--- src/rtl/pulse_event_pkg.sv ---
// Shared types and default widths for the clkB-side event pulse queue.
package pulse_event_pkg;

  localparam int unsigned CNT_W_DEF  = 4;
  localparam int unsigned SEQ_W_DEF  = 3;
  localparam int unsigned DROP_W_DEF = 8;

  typedef enum logic {
    IDLE  = 1'b0,
    OFFER = 1'b1
  } state_t;

endpackage

--- src/rtl/pulse_event_queue.sv ---
// Counts synchronized event pulses and offers them one at a time on a
// valid/ready handshake with a wrapping tag; drops at full are flagged and counted.
module pulse_event_queue
  import pulse_event_pkg::*;
#(
  parameter int unsigned CNT_W  = CNT_W_DEF,
  parameter int unsigned SEQ_W  = SEQ_W_DEF,
  parameter int unsigned DROP_W = DROP_W_DEF
) (
  input  logic              clkB,
  input  logic              resetn,
  input  logic              evt_pulse,
  output logic              evt_valid,
  input  logic              evt_ready,
  output logic [SEQ_W-1:0]  evt_seq,
  output logic [CNT_W-1:0]  pending,
  output logic              overflow,
  input  logic              ovf_clr,
  output logic [DROP_W-1:0] drop_cnt
);

  localparam logic [CNT_W-1:0]  MAX_PENDING = '1;
  localparam logic [DROP_W-1:0] DROP_MAX    = '1;

  state_t              state_q, state_d;
  logic                evt_valid_q, evt_valid_d;
  logic [SEQ_W-1:0]    seq_q, seq_d;
  logic [CNT_W-1:0]    pending_q, pending_d;
  logic                overflow_q, overflow_d;
  logic [DROP_W-1:0]   drop_cnt_q, drop_cnt_d;

  logic hs_c;
  logic full_c;
  logic inc_c;
  logic drop_c;

  // Next-state: handshake, pending/tag/drop counters and offer state.
  always_comb begin
    state_d     = state_q;
    evt_valid_d = evt_valid_q;
    seq_d       = seq_q;
    pending_d   = pending_q;
    overflow_d  = overflow_q;
    drop_cnt_d  = drop_cnt_q;

    hs_c   = evt_valid_q & evt_ready;
    full_c = (pending_q == MAX_PENDING);
    // A pulse at full still fits if a slot frees up in the same cycle.
    inc_c  = evt_pulse & (~full_c | hs_c);
    drop_c = evt_pulse & full_c & ~hs_c;

    if (inc_c && !hs_c) begin
      pending_d = pending_q + CNT_W'(1);
    end else if (hs_c && !inc_c) begin
      pending_d = pending_q - CNT_W'(1);
    end

    if (hs_c) begin
      seq_d = seq_q + SEQ_W'(1);
    end

    // A drop in the same cycle as a clear restarts the count at one.
    if (drop_c) begin
      overflow_d = 1'b1;
      if (ovf_clr) begin
        drop_cnt_d = DROP_W'(1);
      end else if (drop_cnt_q != DROP_MAX) begin
        drop_cnt_d = drop_cnt_q + DROP_W'(1);
      end
    end else if (ovf_clr) begin
      overflow_d = 1'b0;
      drop_cnt_d = '0;
    end

    unique case (state_q)
      IDLE: begin
        if (evt_pulse) begin
          state_d = OFFER;
        end
      end
      OFFER: begin
        if (hs_c && (pending_q == CNT_W'(1)) && !evt_pulse) begin
          state_d = IDLE;
        end
      end
      default: state_d = IDLE;
    endcase

    evt_valid_d = (state_d == OFFER);
  end

  always_ff @(posedge clkB or negedge resetn) begin
    if (!resetn) begin
      state_q     <= IDLE;
      evt_valid_q <= 1'b0;
      seq_q       <= '0;
      pending_q   <= '0;
      overflow_q  <= 1'b0;
      drop_cnt_q  <= '0;
    end else begin
      state_q     <= state_d;
      evt_valid_q <= evt_valid_d;
      seq_q       <= seq_d;
      pending_q   <= pending_d;
      overflow_q  <= overflow_d;
      drop_cnt_q  <= drop_cnt_d;
    end
  end

  assign evt_valid = evt_valid_q;
  assign evt_seq   = seq_q;
  assign pending   = pending_q;
  assign overflow  = overflow_q;
  assign drop_cnt  = drop_cnt_q;

endmodule

--- config.mk ---
export PLATFORM = sky130hd
export DESIGN_NAME = pulse_event_queue
export DESIGN_NICKNAME = d
export VERILOG_FILES = /design/src/rtl/pulse_event_pkg.sv /design/src/rtl/pulse_event_queue.sv
export SDC_FILE = /design/constraint.sdc
export NUM_CORES = 1
export LEC_CHECK = 0
export BUFFER_PORTS_ARGS = -buffer_cell sky130_fd_sc_hd__buf_2
export CAP_MARGIN = 40
export CORE_UTILIZATION = 55
export CTS_CLUSTER_SIZE = 16
export DETAILED_ROUTE_END_ITERATION = 16
export PLACE_DENSITY = 0.91
export RECOVER_POWER = 25
export SLEW_MARGIN = 20
export SYNTH_ARGS = -nofsm -noshare
export SYNTH_HDL_FRONTEND = slang
export SYNTH_SLANG_ARGS = --single-unit
export TNS_END_PERCENT = 1
--- constraint.sdc ---
create_clock -name clkB -period 5.21 [get_ports clkB]
set_input_delay 1.3025 -clock clkB [delete_from_list [all_inputs] [get_ports clkB]]
set_output_delay 1.3025 -clock clkB [all_outputs]
set_load 0.03 [all_outputs]
---- After elaboration in Yosys (flattened, before gate mapping) ----
Index checks and enable logic that the tools add are counted.
operators by class
  reduce and logical (&&, ||, !) cells .... 11
  bitwise logic cells ..................... 8
  eq/ne operators ......................... 3
  $add $sub $neg .......................... 4
  mux-type cells .......................... 11
operator list
  cell                                                  number
  2-to-1 mux 8 bit                                      4
  adder 8 x 1 -> 8 bit (second input constant)          1
  2-to-1 mux 4 bit                                      2
  != test 8 bit (second input constant)                 1
  nonzero test 2 bit                                    3
  adder 4 x 1 -> 4 bit (second input constant)          1
  bitwise AND 1 bit                                     4
  equality test 4 x 1 -> 1 bit (second input constant)  1
  equality test 4 bit (second input constant)           1
  logical AND 1 bit                                     4
  2-to-1 mux 1 bit                                      4
  subtractor 4 x 1 -> 4 bit (second input constant)     1
  adder 3 x 1 -> 3 bit (second input constant)          1
  logical NOT 1 bit                                     3
  NOT 1 bit                                             3
  one-hot mux 1 bit (2 select lines)                    1
  AND reduction 2 bit                                   1
  bitwise OR 1 bit                                      1
word-level totals
  output and inout port bits .............. 17
  word-level logic and storage cells ...... 42
  register bits after elaboration ......... 17
  input port bits ......................... 5

---- Longest topological paths before layout ----
  depth after elaboration ................. 8
  gate-level depth with buffers ........... 8
  depth with buffers taken out ............ 7

---- Worst setup path after synthesis ----
Ideal clock, no wire load.
  path kind ............................... input to register
  start point ............................. input evt_ready
  end point ............................... register pending_q[3] (netlist: pending[3])
  required time ........................... 5.129 ns
  library setup time ...................... 0.081 ns
  path buffers ............................ 1
  stages .................................. 8
  arrival time ............................ 2.824 ns
  setup slack ............................. 2.305 ns
  cell sequence ........................... and2_1 > buf_2 > inv_2 > a41oi_1 > ha_1 > or4_1 > a21oi_2 > xor2_1
on the way
  word-level cells in the longest chain between the ends .. 6
  elaborated cells between the ends (all ways) .. 9
  classes of those cells .................. mux: 1; bitwise: 3; reduce/logical: 5
RTL lines
  what                                 line                      text
  start: declaration                   pulse_event_queue.sv:14   input logic evt_ready,
  bitwise AND 1 bit *                  pulse_event_queue.sv:46   hs_c = evt_valid_q & evt_ready;
  bitwise OR 1 bit                     pulse_event_queue.sv:49   inc_c = evt_pulse & (~full_c | hs_c);
  bitwise AND 1 bit                    pulse_event_queue.sv:49
  logical NOT 1 bit                    pulse_event_queue.sv:54   end else if (hs_c && !inc_c) begin
  logical AND 1 bit                    pulse_event_queue.sv:54
  nonzero test 2 bit (no source line)  n/a
  end signal: assignment               pulse_event_queue.sv:104  pending_q <= pending_d;
  end: declaration                     pulse_event_queue.sv:28   logic [CNT_W-1:0] pending_q, pending_d;
Mark *: on every way between the ends. The rest lies on a longest branch, timed or not.
A chain may end at the register's enable or synchronous reset.

---- Final worst setup path ----
Ends and elaborated chain as after synthesis.

==> results by group <==
Logic synthesis
  • Post-synth EDFFs: 0
  • Synth top area share: 0.4497
  • Gate Count Post-Synth: between 90 and 100
  • Mapped Nets: about 110
  • Main synth FF type: dfrtp_1
  • Avg Inst Size Synth: 10.06 sq um
  • Synth warn: 0
  • Synth top area cells: dfrtp_1 (45%), ha_1 (7.9%), nand4_1 (3.3%)
  • Yosys reg bits: 17
  • Sequential area share after synthesis: 0.4497
  • Fraction of registers with async set or reset after synthesis: 1.000
  • Post-Synthesis Cell Area: about 950 sq um
  • Largest area contributor in the netlist: dfrtp_1
  • Post-synth cell types: 34

Setup path
  • Crit path launch: evt_ready
  • Worst path max stage delay: around 0.50 ns
  • CP required: approximately 5.4 ns
  • Critical Path End: pending[3]
  • Worst-path fanout max: 6
  • Slowest CP cell: or4_1
  • CP startpoint kind: input port
  • CP Cell Sequence: buf_2 -> and2_1 -> inv_2 -> a41oi_1 -> ha_1 -> or4_1 -> a21oi_2 -> xor2_1
  • Reg2Reg Launch Point: evt_valid
  • Reg2reg setup slack: 3.14 ns
  • WS Path Type: input port to flop
  • Crit path capture type: flop
  • Worst EP arrival: between 2 and 3 ns
  • R2R depth: 7
  • R2r endpoint: pending[3]

Clocking
  • Max Buffers Root-to-Sink: 2
  • Max H-tree Level: 1
  • CTS root buf: clkbuf_4
  • Resize count post-CTS: 0
  • Hold buffers post-CTS: 0
  • Cts bufs inserted: 3
  • Clk pin slew, worst setup/hold paths: 0.10 ns
  • CTS sink count: 17
  • Clock latency on the worst-skew pair: 0.28 ns
  • Post-CTS setup buffer count: 0
  • CTS tree: yes

Final layout
  • Multi-input gate area: between 400 and 500 sq um
  • Fill count: 118
  • Area growth from synthesis to layout: 14.55%
  • Most common cell after layout, fill and taps aside: buf_2
  • Reg area: around 430 sq um
  • Most frequent cells in the layout: buf_2 (20), dfrtp_1 (17), inv_1 (7)
  • Nets: 128
  • Share of cells above drive strength 1: 0.2586
  • Finished Core Util: 0.6950
  • # diodes: 0

Timing
  • Slew @ Worst Pin: around 0.9 ns
  • Layout Skew: about 0.0013 ns
  • Worst slew margin: 0.4075
  • Max-slew violation count: 0
  • Setup Viol. Count Final: 0
  • Fmax: around 360 MHz
  • Final min period: ~2.8 ns
  • Total negative slack: 0 ns
  • Final Hold Fails: 0
  • Final worst path period share: 0.5292
  • RSZ-0062 raised after global routing: no

Global routing
  • GR met1 Demand/Resource: 0.2818
  • Total GRT Usage: 0.2081
  • Vias in the first global route: ~750
  • M2 GR Usage: 0.3485
  • First-pass GRT wire length: 3.049 mm
  • GR peak layer: met2
  • M3 GR Usage: 0.04167
  • Initial antenna violation count: 0
  • Largest net degree at the start of global routing: 18
  • Gr ovfl total: 0

Die
  • # IOs: 22
  • Core footprint: approximately 0.0016 sq mm
  • Row cnt: 14
  • Starting Density: 0.6067
  • Die H: 43.47 um
  • Die area: approximately 0.0019 sq mm
  • Die Width: 43.47 um

Min path
  • Hold WC Path Type: flop to flop
  • Hold Crit Depth: 1

Placed design
  • DP HPWL: ~1.3 mm
  • Buffers added on ports: 21
  • RePlAce Congestion: 0.8348

Outcome
  • Status: finished, violations left
  • Failing checks: design-rule violations

Drt
  • Post-route DRC: 1
  • Routed len/inst: 12.90 um
  • Final antenna-violating net count: 0
  • Final WL: ~1.7 mm
  • Iteration-0 DRC Markers: 19
  • Vias/cell: 5.917
  • DRT Pass-1 Iters: 12
  • DR vias: slightly below 800

Flow run
  • Max-cap violation count: 0

Power and ir drop
  • P_leak: between 0.5 and 0.6 nW
  • Max rail drop VDD: approximately 0.32 mV
  • Power per cell area: between 400 and 500 mW/mm^2
[synthesized netlist by cell type (2+ instances only)]
cell type and count:
dfrtp_1 17, inv_1 7, ha_1 6, nand2_1 6, nor2_1 6, nand4_1 5
a21oi_1 3, and3_1 3, nand2b_1 3, nand3_1 3, nor3_1 3, xnor2_1 3
xor2_1 3, a41o_1 2, clkbuf_1 2, mux2i_1 2, nor3_2 2, o21ai_0 2
[per-layer routing]
layer | vias up | part of all wire
met1 | 373 | 0.48
met2 | 26 | 0.47
met3 | 2 | 0.047
li1 | 380 | -
met5 | - | 0
met4 | 0 | 0.0047
[flip-flops by register name, summed over array words and instances, names as in the netlist]
name       flops
overflow       1
drop_cnt       8
pending        4
evt_valid      1
evt_seq        3
[critical path, delay by kind of cell]
kind | cells | cell delay [ns]
AND/OR/NAND/NOR | 2 | 0.72
AO/OA/AOI/OAI | 2 | 0.29
adder cells (fa/ha/maj) | 1 | 0.27
buffers and inverters | 2 | 0.24
XOR/XNOR | 1 | 0.14
[area by class of cell]
cell class | count | share of cell area
Sequential cell | 17 | 0.3926
Inverter | 8 | 0.02771
Multi-Input combinational cell | 66 | 0.4411
Clock buffer | 4 | 0.02425
Tap cell | 16 | 0.01848
Timing Repair Buffer | 21 | 0.09584
[logic make-up after synthesis]
kind of cell	count (synthesis)	synth area share
simple gates	37	0.2315
fa+ha+maj	6	0.07936
buf+inv	11	0.04497
mux	3	0.03307
flops	17	0.4497
compound gates	14	0.1058
xor+xnor	6	0.05557
[metrics by stage]
stage | std cells | setup slack [ns] | power (mW) | hold slack [ns] | area (sq um)
after CTS | 132 | 2.448 | 0.4720 | 0.4826 | 1085
after global routing | 132 | 2.353 | 0.5003 | 0.4996 | 1084
after global placement | 128 | 2.223 | 0.3986 | 0.4538 | 1059
final | 132 | 2.453 | 0.4689 | 0.4703 | 1084
after detailed placement | 128 | 2.149 | 0.4043 | 0.4668 | 1059
after floorplan | 94 | 2.305 | 0.3491 | 0.6527 | 945.9
[power by group]
group          leakage [nW]  total (mW)  internal [mW]  switching (mW)
registers             0.217       0.205          0.164          0.0410
clock network        0.0150      0.0684         0.0296          0.0388
logic                 0.282       0.195         0.0718           0.123
total                 0.514       0.469          0.266           0.203
[how the worst min path moves through the flow]
stage	endpoint	slack, ns	from
after floorplan	evt_seq[2]	0.65	evt_seq[2]
after CTS	evt_seq[2]	0.48	evt_seq[2]
final	evt_seq[2]	0.47	evt_seq[2]
after global placement	evt_seq[2]	0.45	evt_seq[2]
after detailed placement	evt_seq[2]	0.47	evt_seq[2]
after global routing	evt_seq[2]	0.50	evt_seq[2]
Note: power is estimated with default switching activity, not from simulation.
